<file path="src/rtl/mult_arbiter.sv">
// Shared signed 16x16 multiplier with round-robin arbitration among N_REQ requesters.
// Grant in T, scaled product and one-hot owner tag registered out in T+2.
module mult_arbiter #(
  parameter int N_REQ = 4,
  parameter int SHIFT = 4,
  parameter int SAT   = 0
) (
  input  logic               clk,
  input  logic               reset,
  input  logic [N_REQ-1:0]   req,
  input  logic [16*N_REQ-1:0] op_a,
  input  logic [16*N_REQ-1:0] op_b,
  output logic [N_REQ-1:0]   gnt,
  output logic [N_REQ-1:0]   rsp_valid,
  output logic [15:0]        rsp_data,
  output logic               busy,
  output logic [15:0]        op_count
);

  localparam int PW = $clog2(N_REQ);

  logic [PW-1:0]       r_ptr;
  logic                r_s1_v;
  logic [N_REQ-1:0]    r_s1_tag;
  logic signed [15:0]  r_s1_a;
  logic signed [15:0]  r_s1_b;
  logic                r_s2_v;
  logic [N_REQ-1:0]    r_rsp_valid;
  logic [15:0]         r_rsp_data;
  logic [15:0]         r_cnt;

  logic [N_REQ-1:0]    w_gnt;
  logic [PW-1:0]       w_idx;
  logic [PW-1:0]       w_j;
  logic [PW:0]         w_sum;
  logic                w_hit;
  logic                w_any;
  logic [PW-1:0]       w_ptr_nxt;
  logic signed [31:0]  w_prod;
  logic signed [31:0]  w_sh;
  logic                w_hi;
  logic                w_lo;
  logic [15:0]         w_res;

  // Scan upward from the pointer, wrapping; first asserted request wins.
  always_comb begin
    w_gnt = '0;
    w_idx = '0;
    w_hit = 1'b0;
    w_sum = '0;
    w_j   = '0;
    for (int k = 0; k < N_REQ; k++) begin
      w_sum = {1'b0, r_ptr} + (PW+1)'(k);
      if (w_sum >= (PW+1)'(N_REQ))
        w_sum = w_sum - (PW+1)'(N_REQ);
      w_j = w_sum[PW-1:0];
      if (!w_hit && req[w_j]) begin
        w_hit    = 1'b1;
        w_idx    = w_j;
        w_gnt[w_j] = 1'b1;
      end
    end
  end

  assign w_any     = w_hit;
  assign gnt       = reset ? '0 : w_gnt;
  assign w_ptr_nxt = (w_idx == PW'(N_REQ-1)) ? '0 : w_idx + 1'b1;

  always_ff @(posedge clk) begin
    if (reset) begin
      r_ptr    <= '0;
      r_s1_v   <= 1'b0;
      r_s1_tag <= '0;
      r_s1_a   <= '0;
      r_s1_b   <= '0;
      r_cnt    <= '0;
    end else begin
      r_s1_v   <= w_any;
      r_s1_tag <= w_gnt;
      if (w_any) begin
        r_s1_a <= op_a[{w_idx, 4'b0000} +: 16];
        r_s1_b <= op_b[{w_idx, 4'b0000} +: 16];
        r_ptr  <= w_ptr_nxt;
        r_cnt  <= r_cnt + 16'd1;
      end
    end
  end

  assign w_prod = 32'(r_s1_a) * 32'(r_s1_b);
  assign w_sh   = w_prod >>> SHIFT;
  assign w_hi   = w_sh > 32'sd32767;
  assign w_lo   = w_sh < -32'sd32768;

  always_comb begin
    w_res = w_sh[15:0];
    if (SAT != 0 && w_hi)
      w_res = 16'h7FFF;
    else if (SAT != 0 && w_lo)
      w_res = 16'h8000;
  end

  // Output register doubles as pipeline stage 2.
  always_ff @(posedge clk) begin
    if (reset) begin
      r_s2_v      <= 1'b0;
      r_rsp_valid <= '0;
      r_rsp_data  <= '0;
    end else begin
      r_s2_v      <= r_s1_v;
      r_rsp_valid <= r_s1_v ? r_s1_tag : '0;
      if (r_s1_v)
        r_rsp_data <= w_res;
    end
  end

  assign rsp_valid = r_rsp_valid;
  assign rsp_data  = r_rsp_data;
  assign busy      = r_s1_v | r_s2_v;
  assign op_count  = r_cnt;

endmodule

</file>
<file path="config.mk">
export PLATFORM = sky130hd
export DESIGN_NAME = mult_arbiter
export DESIGN_NICKNAME = d
export VERILOG_FILES = /design/src/rtl/mult_arbiter.sv
export SDC_FILE = /design/constraint.sdc
export NUM_CORES = 1
export LEC_CHECK = 0
export CAP_MARGIN = 20
export CELL_PAD_IN_SITES_DETAIL_PLACEMENT = 2
export CELL_PAD_IN_SITES_GLOBAL_PLACEMENT = 2
export CORE_UTILIZATION = 30
export DETAILED_ROUTE_END_ITERATION = 16
export GPL_TIMING_DRIVEN = 1
export PLACE_DENSITY_LB_ADDON = 0.05
export SLEW_MARGIN = 20
export SYNTH_ARGS = -nofsm -noshare
export SYNTH_HDL_FRONTEND = slang
export SYNTH_SLANG_ARGS = --single-unit
</file>
<file path="constraint.sdc">
create_clock -name clk -period 5.8 [get_ports clk]
set_input_delay 0.87 -clock clk [delete_from_list [all_inputs] [get_ports clk]]
set_output_delay 0.87 -clock clk [all_outputs]
set_load 0.02 [all_outputs]
</file>
==> reports/qor.yml <==
synthCells: 1312
gp_congestion: 0.817
drive_gt1_frac: 0.0970
fp.dieH_um: 194
synth_edf_count: 0
async_flop_share: 0
slew_headroom: 0.390
grt_pass1_wl_mm: 65.6
holdPathStages: 1
clkTransAtPathRegs_ps: 70
reg2reg_slack_ps: 240
start_kind: "flip-flop"
via_per_inst: 5.19
worst_pin_slew_ps: 915
worst-setup-path-type: "flip-flop to flip-flop"
drt_iter0_drc: 472
synth_top_area_frac: 0.247
synth_area_leaders: "fa_1 (25%), dfxtp_1 (14%), ha_1 (8.4%), inv_1 (6.9%), nand2_1 (6.0%)"
dieArea_mm2: 0.0375
maxSlewViolCount: 0
die_x_um: 194
routedWlPerCell_um: 21.6
slowest_stage: "fa_1"
path_common_cell: "fa_1"
grt.total_usage: 0.226
min_period_over_period: 0.958
final_cells: 1939
numCtsBuffers: 9
synth_commonest_cells: "inv_1 (204), nand2_1 (176), fa_1 (136)"
crit_chain: "buf_4 > and2_1 > fa_1 > inv_1 > fa_1 > fa_1 > inv_1 > fa_1 > fa_1 > inv_1 > fa_1 > inv_1 > ha_1 > a21o_1 > a21o_1 > a21oi_1 > o21ai_1 > xor2_1 > a22o_1"
antenna_left: 0
clk_latency_ps: 360
clkSinkCount: 76
clockBufferDepth: 2
gr-total-overflow: 0
hpwl_mm: 33.3
path_max_fanout: 8
cp.arrival_ps: 5810
slowest_delay_ps: 560
synth_seq_cells: 76
period_minus_slack_ps: 5560
yosys.area.top_type: "fa_1"
crit_path_end_kind: "flip-flop"
seq_area_mm2: 0.00155
synth_area_mm2: 0.0110
multi_input_area_mm2: 0.00842
r2r-start: "r_s1_a[9]"
routed_wl_mm: 41.8
portBuffers: 174
num_vias: 10100
area_delta_synth_final_pct: 25.6
finalNetCount: 1814
initial_core_util: 0.308
setup_viol_count_final: 0
design_area_mm2: 0.0138
synthMostInstantiatedCell: "inv_1"
maxCapViolations: 0
cp.required_ps: 6050
dr.pass1.iters: 5
holdPathEnd: "rsp_valid[2]"
root_buffer: "clkbuf_16"
r2r-end: "rsp_data[14]"
core-area_mm2: 0.0358
n_fill_cell: 3974
antenna_found_initial: 5
io_pins: 175
synth_nets: 1656
hold_violations: 0
grt_pass1_vias: 11100
syn-mean-instance-area_um2: 8.40
yosys_warnings: 0
hold_start: "r_s1_tag[2]"
htree_levels: 3
cp-startpoint: "r_s1_a[9]"
synth_cell_types: 57
grt_max_degree: 62
status: "finished, final reports clean"
fin_skew_ps: 9.81
r2r_cells: 19
fmax_mhz: 180
rsz0062_at_grt: "no"
yosys_most_used_dff: "dfxtp_1"
synth_seq_area_share: 0.138
place_area_mm2: 0.0135
cts_tree: "built"
post-place-cells: 1920
final_core_util: 0.386
row_count: 69
drc_errors: 0
hold_path_class: "flip-flop to flip-flop"
==> registers in the layout, summed over array words and instances, names as in the netlist, named ones only <==
name       flops
op_count      16
r_s1_tag       4
r_s1_v         1
r_ptr          1
rsp_data      16
rsp_valid      4
r_s1_a        16
r_s2_v         1
r_s1_b        16
==> kinds of logic after synthesis <==
| kind of cell | count (synthesis) | synth area share |
|---|---|---|
| AND/OR/NAND/NOR | 394 | 0.167 |
| buffers and inverters | 296 | 0.105 |
| AO/OA/AOI/OAI | 257 | 0.188 |
| adder cells (fa/ha/maj) | 210 | 0.331 |
| flip-flops | 76 | 0.138 |
| XOR/XNOR | 56 | 0.0458 |
| multiplexers | 23 | 0.0246 |
==> metrics by stage <==
step,TNS (ps),hold slack [ps],worst slack [ps]
2_1_floorplan,0,444,141
3_3_place_gp,0,457,78.2
3_5_place_dp,-182,462,-109
4_1_cts,0,477,4.65
5_1_grt,0,493,3.38
6_report,0,473,241
==> timing repair <==
| action | in CTS | in global routing |
|---|---|---|
| gates resized for setup | 2 | 21 |
| setup endpoints to repair | 4 | 6 |
| pin swaps | 0 | 0 |
| endpoints found under the hold margin | 0 | 0 |
| setup buffers | 0 | 0 |
| hold buffers | 0 | 0 |
==> layout make-up <==
type                    count  share of cell area
clock buffers              10              0.0173
repair buffers            237               0.161
flip-flops and latches     76               0.112
inverters                 206              0.0559
clock inverters             5             0.00271
diodes                      4            0.000723
well taps                 461              0.0417
multi-input cells         940               0.608
==> worst max-delay path by stage <==
stage / endpoint / slack, ps
final: rsp_data[14] / 240
after floorplan: rsp_data[13] / 140
after CTS: rsp_data[15] / 5
after global placement: rsp_data[15] / 80
after detailed placement: rsp_data[14] / -110
after global routing: rsp_data[15] / 3
==> per-layer routing <==
metal  global-route usage  wire length (µm)
met4               0.0400               430
met3               0.0377              1590
met5                    0                40
met1                0.315             20100
met2                0.369             19600
==> placed cells by master (no fill, tap or decap), types with 38 or more instances in the layout <==
master           Yosys  layout
inv_1              204     204
nand2_1            176     176
clkdlybuf4s50_1      0     173
fa_1               136     136
and2_1              86      86
ha_1                74      74
buf_4                0      61
dfxtp_1             76      60
nor2_1              59      57
a21oi_1             57      56
xnor2_1             38      38
==> critical path, delay by kind of cell (launching register included) <==
| family | cells | cell delay [ps] |
|---|---|---|
| adder cells (fa/ha/maj) | 7 | 3480 |
| AO/OA/AOI/OAI | 5 | 840 |
| buffers and inverters | 5 | 420 |
| flip-flops | 1 | 360 |
| AND/OR/NAND/NOR | 1 | 190 |
| XOR/XNOR | 1 | 150 |
Power is not shown: default switching activity piles up to over one toggle a cycle in this logic, so the estimate is an artifact.
